**config.mk**
```make
export PLATFORM = sky130hd
export DESIGN_NAME = cp_route_xbar
export DESIGN_NICKNAME = d
export VERILOG_FILES = /design/src/rtl/cp_route_pkg.sv /design/src/rtl/cp_route_fifo.sv /design/src/rtl/cp_route_xbar.sv
export SDC_FILE = /design/constraint.sdc
export NUM_CORES = 1
export LEC_CHECK = 0
export ABC_AREA = 1
export CORE_ASPECT_RATIO = 0.6
export CORE_UTILIZATION = 45
export CTS_CLUSTER_SIZE = 25
export DETAILED_ROUTE_END_ITERATION = 8
export MAX_ROUTING_LAYER = met4
export PLACE_DENSITY = 0.65
export SYNTH_ARGS = -nofsm -noshare
export SYNTH_HDL_FRONTEND = slang
export SYNTH_SLANG_ARGS = --single-unit
export TNS_END_PERCENT = 20
```
**constraint.sdc**
```tcl
create_clock -name clk -period 7.8 [get_ports clk]
set_clock_uncertainty 0.05 [all_clocks]
set_input_delay 2.34 -clock clk [delete_from_list [all_inputs] [get_ports clk]]
set_output_delay 2.34 -clock clk [all_outputs]
set_load 0.01 [all_outputs]
```
**src/rtl/cp_route_pkg.sv**
```systemverilog
// Control-plane routing crossbar: shared constants, entry type, address decode.
package cp_route_pkg;

  localparam int CP_ADDR_W = 37;
  localparam int CP_DATA_W = 28;
  localparam int CP_ID_W   = 4;

  typedef struct packed {
    logic       drop;
    logic [7:0] sel;
  } cp_dec_t;

  typedef struct packed {
    logic [CP_ADDR_W-1:0] addr;
    logic [CP_DATA_W-1:0] data;
    logic [CP_ID_W-1:0]   src_id;
  } cp_entry_t;

  // Out-of-range selects and non-secure->secure accesses are dropped.
  function automatic cp_dec_t cp_decode(
    input logic [127:0] addr,
    input int           sel_lsb,
    input int           sel_w,
    input int           n_dst,
    input logic [31:0]  dst_sec,
    input logic         src_sec
  );
    cp_dec_t r;
    r.sel  = 8'(addr >> sel_lsb) & 8'((32'd1 << sel_w) - 32'd1);
    if (int'({24'd0, r.sel}) >= n_dst)
      r.drop = 1'b1;
    else
      r.drop = dst_sec[r.sel[4:0]] & ~src_sec;
    return r;
  endfunction

endpackage

```
**src/rtl/cp_route_fifo.sv**
```systemverilog
// Per-destination synchronous FIFO; head output forced to zero when empty.
module cp_route_fifo #(
  parameter int WIDTH = 8,
  parameter int DEPTH = 4
) (
  input  logic                       clk,
  input  logic                       rst_n,
  input  logic                       i_push,
  input  logic [WIDTH-1:0]           i_din,
  input  logic                       i_pop,
  output logic [WIDTH-1:0]           o_dout,
  output logic                       o_empty,
  output logic [$clog2(DEPTH):0]     o_count
);

  localparam int AW    = $clog2(DEPTH);
  localparam int CNT_W = AW + 1;

  logic [WIDTH-1:0] r_mem [DEPTH];
  logic [AW-1:0]    r_wp;
  logic [AW-1:0]    r_rp;
  logic [CNT_W-1:0] r_cnt;
  logic             w_do_push;
  logic             w_do_pop;

  assign w_do_push = i_push & (r_cnt != CNT_W'(DEPTH));
  assign w_do_pop  = i_pop & (r_cnt != '0);

  always_ff @(posedge clk or negedge rst_n) begin
    if (!rst_n) begin
      r_wp  <= '0;
      r_rp  <= '0;
      r_cnt <= '0;
    end else begin
      if (w_do_push) r_wp <= r_wp + AW'(1);
      if (w_do_pop)  r_rp <= r_rp + AW'(1);
      r_cnt <= r_cnt + CNT_W'(w_do_push) - CNT_W'(w_do_pop);
    end
  end

  always_ff @(posedge clk) begin
    if (w_do_push) r_mem[r_wp] <= i_din;
  end

  assign o_empty = (r_cnt == '0);
  assign o_count = r_cnt;
  assign o_dout  = o_empty ? '0 : r_mem[r_rp];

endmodule

```
**src/rtl/cp_route_xbar.sv**
```systemverilog
// Control-plane crossbar: round-robin arbiter, secure decode, per-dest FIFOs.
module cp_route_xbar
  import cp_route_pkg::*;
#(
  parameter int N_SRC      = 2,
  parameter int N_DST      = 4,
  parameter int ADDR_W     = CP_ADDR_W,
  parameter int DATA_W     = CP_DATA_W,
  parameter int FIFO_DEPTH = 4,
  parameter int SEL_LSB    = 32,
  parameter logic [N_DST-1:0] DST_SECURE = 'b0001,
  parameter logic [N_SRC-1:0] SRC_SECURE = 'b01
) (
  input  logic                      clk,
  input  logic                      rst,
  input  logic [N_SRC-1:0]          src_valid,
  output logic [N_SRC-1:0]          src_ready,
  input  logic [N_SRC*ADDR_W-1:0]   src_addr,
  input  logic [N_SRC*DATA_W-1:0]   src_data,
  output logic [N_DST-1:0]          dst_valid,
  input  logic [N_DST-1:0]          dst_ready,
  output logic [N_DST*ADDR_W-1:0]   dst_addr,
  output logic [N_DST*DATA_W-1:0]   dst_data,
  output logic [N_DST*((N_SRC > 1) ? $clog2(N_SRC) : 1)-1:0] dst_src_id,
  output logic                      drop_pulse,
  output logic [15:0]               drop_cnt
);

  localparam int SEL_W = $clog2(N_DST);
  localparam int ID_W  = (N_SRC > 1) ? $clog2(N_SRC) : 1;
  localparam int CNT_W = $clog2(FIFO_DEPTH) + 1;
  localparam int ENT_W = ADDR_W + DATA_W + ID_W;

  cp_dec_t           w_dec;
  logic [N_SRC-1:0]  w_drop;
  logic [N_SRC-1:0]  w_blk;
  logic [N_SRC-1:0]  w_elig;
  logic [7:0]        w_sel [N_SRC];
  logic [N_SRC-1:0]  w_rot;
  logic              w_any;
  logic [ID_W-1:0]   w_win;
  logic [ADDR_W-1:0] w_win_addr;
  logic [DATA_W-1:0] w_win_data;
  logic              w_win_drop;
  logic [7:0]        w_win_sel;
  logic [ENT_W-1:0]  w_entry;
  logic [N_DST-1:0]  w_push;
  logic [N_DST-1:0]  w_empty;
  logic [CNT_W-1:0]  w_cnt  [N_DST];
  logic [ENT_W-1:0]  w_head [N_DST];

  logic [ID_W-1:0]   r_rr;
  logic              r_drop_pulse;
  logic [15:0]       r_drop_cnt;

  // Eligibility uses registered counts only: a pop never frees a slot early.
  always_comb begin
    w_dec  = '0;
    w_drop = '0;
    w_blk  = '0;
    w_elig = '0;
    for (int s = 0; s < N_SRC; s++) begin
      w_dec = cp_decode(128'(src_addr[s*ADDR_W +: ADDR_W]), SEL_LSB,
                        SEL_W, N_DST, 32'(DST_SECURE), SRC_SECURE[s]);
      w_sel[s]  = w_dec.sel;
      w_drop[s] = w_dec.drop;
      for (int d = 0; d < N_DST; d++) begin
        if (w_dec.sel == 8'(d) && w_cnt[d] >= CNT_W'(FIFO_DEPTH))
          w_blk[s] = 1'b1;
      end
      w_elig[s] = src_valid[s] & rst & (w_dec.drop | ~w_blk[s]);
    end
  end

  always_comb begin
    w_rot = N_SRC'({w_elig, w_elig} >> r_rr);
    w_any = 1'b0;
    w_win = '0;
    for (int i = N_SRC - 1; i >= 0; i--) begin
      if (w_rot[i]) begin
        w_any = 1'b1;
        w_win = ID_W'((int'(r_rr) + i) % N_SRC);
      end
    end
  end

  assign src_ready  = w_any ? (N_SRC'(1) << w_win) : '0;
  assign w_win_addr = src_addr[w_win*ADDR_W +: ADDR_W];
  assign w_win_data = src_data[w_win*DATA_W +: DATA_W];
  assign w_win_drop = w_drop[w_win];
  assign w_win_sel  = w_sel[w_win];
  assign w_entry    = {w_win_addr, w_win_data, w_win};

  always_comb begin
    w_push = '0;
    for (int d = 0; d < N_DST; d++)
      w_push[d] = w_any & ~w_win_drop & (w_win_sel == 8'(d));
  end

  always_ff @(posedge clk or negedge rst) begin
    if (!rst) begin
      r_rr         <= '0;
      r_drop_pulse <= 1'b0;
      r_drop_cnt   <= '0;
    end else begin
      if (w_any) r_rr <= ID_W'((int'(w_win) + 1) % N_SRC);
      r_drop_pulse <= w_any & w_win_drop;
      if (w_any && w_win_drop && r_drop_cnt != 16'hFFFF)
        r_drop_cnt <= r_drop_cnt + 16'd1;
    end
  end

  assign drop_pulse = r_drop_pulse;
  assign drop_cnt   = r_drop_cnt;

  for (genvar d = 0; d < N_DST; d++) begin : g_dst
    cp_route_fifo #(
      .WIDTH (ENT_W),
      .DEPTH (FIFO_DEPTH)
    ) u_fifo (
      .clk     (clk),
      .rst_n   (rst),
      .i_push  (w_push[d]),
      .i_din   (w_entry),
      .i_pop   (dst_ready[d]),
      .o_dout  (w_head[d]),
      .o_empty (w_empty[d]),
      .o_count (w_cnt[d])
    );

    assign dst_valid[d] = ~w_empty[d];
    assign dst_addr[d*ADDR_W +: ADDR_W] = w_head[d][ENT_W-1 -: ADDR_W];
    assign dst_data[d*DATA_W +: DATA_W] = w_head[d][ID_W +: DATA_W];
    assign dst_src_id[d*ID_W +: ID_W]   = w_head[d][ID_W-1:0];
  end

endmodule

```
==> metrics.cfg <==
[run_status]
outcome=finished clean

[cts]
cts.clk_slew.worst_paths_ns=0.07
postCtsSetupBuffers=0
cts_root_buffer=clkbuf_16
hold_buffers=0
clock_latency_ns=0.69
cts-resized-gates=0
cts_buffers=98
clock_sinks=1102
htree_num_levels=3
clockBufferDepth=3
cts_tree=done

[routing]
wl_per_cell_um=23.0
drtIter0Drc=3090
dr.pass1.iters=5
drc=0
via_per_inst=5.41
vias=29400
ant_nets=0
drt-total-wl_um=125000

[setup_path]
reg2reg_from=g_dst[2].u_fifo.o_count[2]
rr_worst_depth=11
critPathArrivalTime_ns=4.14
r2r-end=g_dst[0].u_fifo.r_mem[0][33]
startpoint_type=input pin
required_ns=5.41
critPathKind=in -> out
end_kind=primary output
crit_start=src_addr[69]
rrSetupSlack_ns=3.87
crit_fanout=9

[yosys]
postSynthRegisterBits=1102
avgSynthCellArea_um2=12.0
synth_seq_area_share_pct=74.4
syn-cell-area_um2=44200
yosysWarnings=0
syn_nets=3834
ys_types=32
syn_inst=3667

[worst_hold_path]
min_path_type=reg -> reg
hold_start=g_dst[3].u_fifo.o_count[1]
hold_path_depth=1
whs_endpoint=g_dst[3].u_fifo.o_count[2]

[timing]
max-slew-margin-rel_pct=19.7
drv_slew=0
setup_viol_count_final=0
fmax_mhz=153
tightest_slew_ns=1.20
hold_viol=0
finalCritPeriodShare_pct=83.7
tns_ns=0
holdWs_ns=0.469
finalCriticalPeriod_ns=6.53
rsz0062_at_grt=false

[placement]
dp_hpwl_um=75000
gp_congestion=0.853
numPortBuffers=424

[power]
peakVddDrop_v=0.000247
p_per_area_nw_per_um2=387
total_leakage_power_nw=18.0

[floorplan]
core_area_um2=96700
pin_count=425
fp.dieW_um=406
die-area_um2=99400
initial_core_util_pct=45.7
row_count=88
die_y_um=245

[global_routing]
grt-ovfl-total=0
grt_first_pass_wirelength_um=182000
grt_util_all_layers_pct=25.6
grt_pass1_vias=27100
grt_max_degree=102
grt_antenna_before_repair=7

[finish]
layout.nets=4200
layout-drive-gt1-share_pct=6.16
areaGrowthSynthToFinish_pct=20.4
fill_cells=7999

[run]
max_cap_violations=0

how the worst max path moves through the flow:
stage	slack, ns	cells past startpoint	endpoint
5_1_grt	1.12	6	dst_data[98]
3_5_place_dp	1.28	7	src_ready[1]
2_1_floorplan	1.13	7	g_dst[3].u_fifo.r_mem[0][0]
6_report	1.27	7	src_ready[1]
4_1_cts	1.27	7	src_ready[1]
3_3_place_gp	1.29	7	src_ready[1]
worst max-delay path: stages:
cell and delay [ns]:
clkdlybuf4s50_1 0.50, nor2_2 0.18, nor2_1 0.09, a21oi_4 0.28, nand2_2 0.15, inv_1 0.07
clkdlybuf4s50_1 0.52
cells by family after synthesis:
logic type	Yosys count	share of synthesized area, %
DFF	1102	74.4
and+or+nand+nor	1402	12.3
AOI/OAI and AO/OA	804	9.14
adders and majority gates	29	0.890
buffers and inverters	305	2.78
xor gates and xnor gates	25	0.496
metrics by stage:
stage | total power (W) | setup slack (ns) | instance area, um^2 | utilization, % | instances
final | 0.0206 | 1.27 | 53200 | 55.0 | 5422
after global routing | 0.0216 | 1.12 | 53200 | 55.0 | 5420
after CTS | 0.0207 | 1.27 | 53100 | 55.0 | 5415
after detailed placement | 0.0159 | 1.28 | 50000 | 51.7 | 5238
after global placement | 0.0158 | 1.29 | 50000 | 51.7 | 5238
after floorplan | 0.0114 | 1.13 | 44200 | - | 3667
per-layer routing:
layer	track usage, %	part of all wire (%)
met1	36.0	43
met2	38.2	47
met3	3.79	7.0
met4	9.28	3.3
met5	-	0
cells in the final DEF, fill, tap and decap left out, types with 2 or more instances in the layout:
master / netlist / final
nor2_1: 1091 / 1075
edfxtp_1: 1056 / 1056
o21ai_0: 491 / 491
clkdlybuf4s50_1: 0 / 423
a21oi_1: 265 / 265
nand2_1: 261 / 261
clkbuf_16: 0 / 101
inv_1: 76 / 72
o21ai_1: 47 / 47
buf_4: 2 / 46
dfrtp_1: 46 / 38
ha_1: 25 / 25
clkinv_1: 0 / 24
clkbuf_1: 150 / 22
nor2_4: 1 / 17
buf_12: 0 / 16
nand3_1: 14 / 14
xor2_1: 13 / 13
clkinv_2: 1 / 13
xnor2_1: 12 / 12
bufinv_16: 0 / 11
nand4_1: 9 / 9
diode_2: 0 / 7
inv_2: 7 / 7
nand3_2: 6 / 6
nand2_2: 5 / 5
nor3_2: 1 / 5
inv_4: 1 / 5
nor3_1: 9 / 5
fa_1: 4 / 4
dfrtp_4: 0 / 4
dfrtp_2: 0 / 4
nand3_4: 2 / 2
clkbuf_8: 0 / 2
inv_6: 0 / 2
report_power, final:
group	switching (W)	internal, W
sequential	0.000352	0.00693
clock	0.00212	0.00275
combinational	0.00514	0.00330
total	0.00762	0.0130
registers in the layout (all words and copies together) (netlist names):
name,count
g_dst.u_fifo.r_mem,1056
drop_cnt,16
g_dst.u_fifo.o_count,12
g_dst.u_fifo.r_rp,8
g_dst.u_fifo.r_wp,8
drop_pulse,1
r_rr,1
cell usage after synthesis:
library cell,count,area share [%]
nand2_4,1,0.026
nor4_1,1,0.014
nor2_1,1091,9.3
nor2_2,1,0.014
a21oi_4,1,0.037
nand3_2,6,0.14
buf_1,21,0.18
clkbuf_1,150,1.3
o21ai_1,47,0.53
nor2_4,1,0.026
clkinv_2,1,0.011
buf_4,2,0.034
inv_1,76,0.65
ha_1,25,0.71
nand4_1,9,0.13
o21ai_0,491,5.6
inv_4,1,0.014
dfrtp_1,46,2.6
inv_2,7,0.060
a21oi_1,265,3.0
nand2_2,5,0.071
nand3_4,2,0.079
nor3_2,1,0.023
nand2_1,261,2.2
buf_6,2,0.051
nor3_1,9,0.10
fa_1,4,0.18
xor2_1,13,0.26
nand3_1,14,0.16
edfxtp_1,1056,72
xnor2_1,12,0.24
buf_2,45,0.51
final cells by class:
cell class | count | area, um^2 | share of cell area [%]
inverter | 85 | 333 | 0.626
sequential | 1102 | 32900 | 61.8
clock buffer | 125 | 2640 | 4.96
timing repair buffer | 486 | 4900 | 9.23
multi-input combinational | 2260 | 10200 | 19.2
clock inverter | 52 | 552 | 1.04
antenna | 7 | 17.5 | 0.0329
tap | 1305 | 1630 | 3.07
No activity file was read; power rests on OpenSTA's default activity.
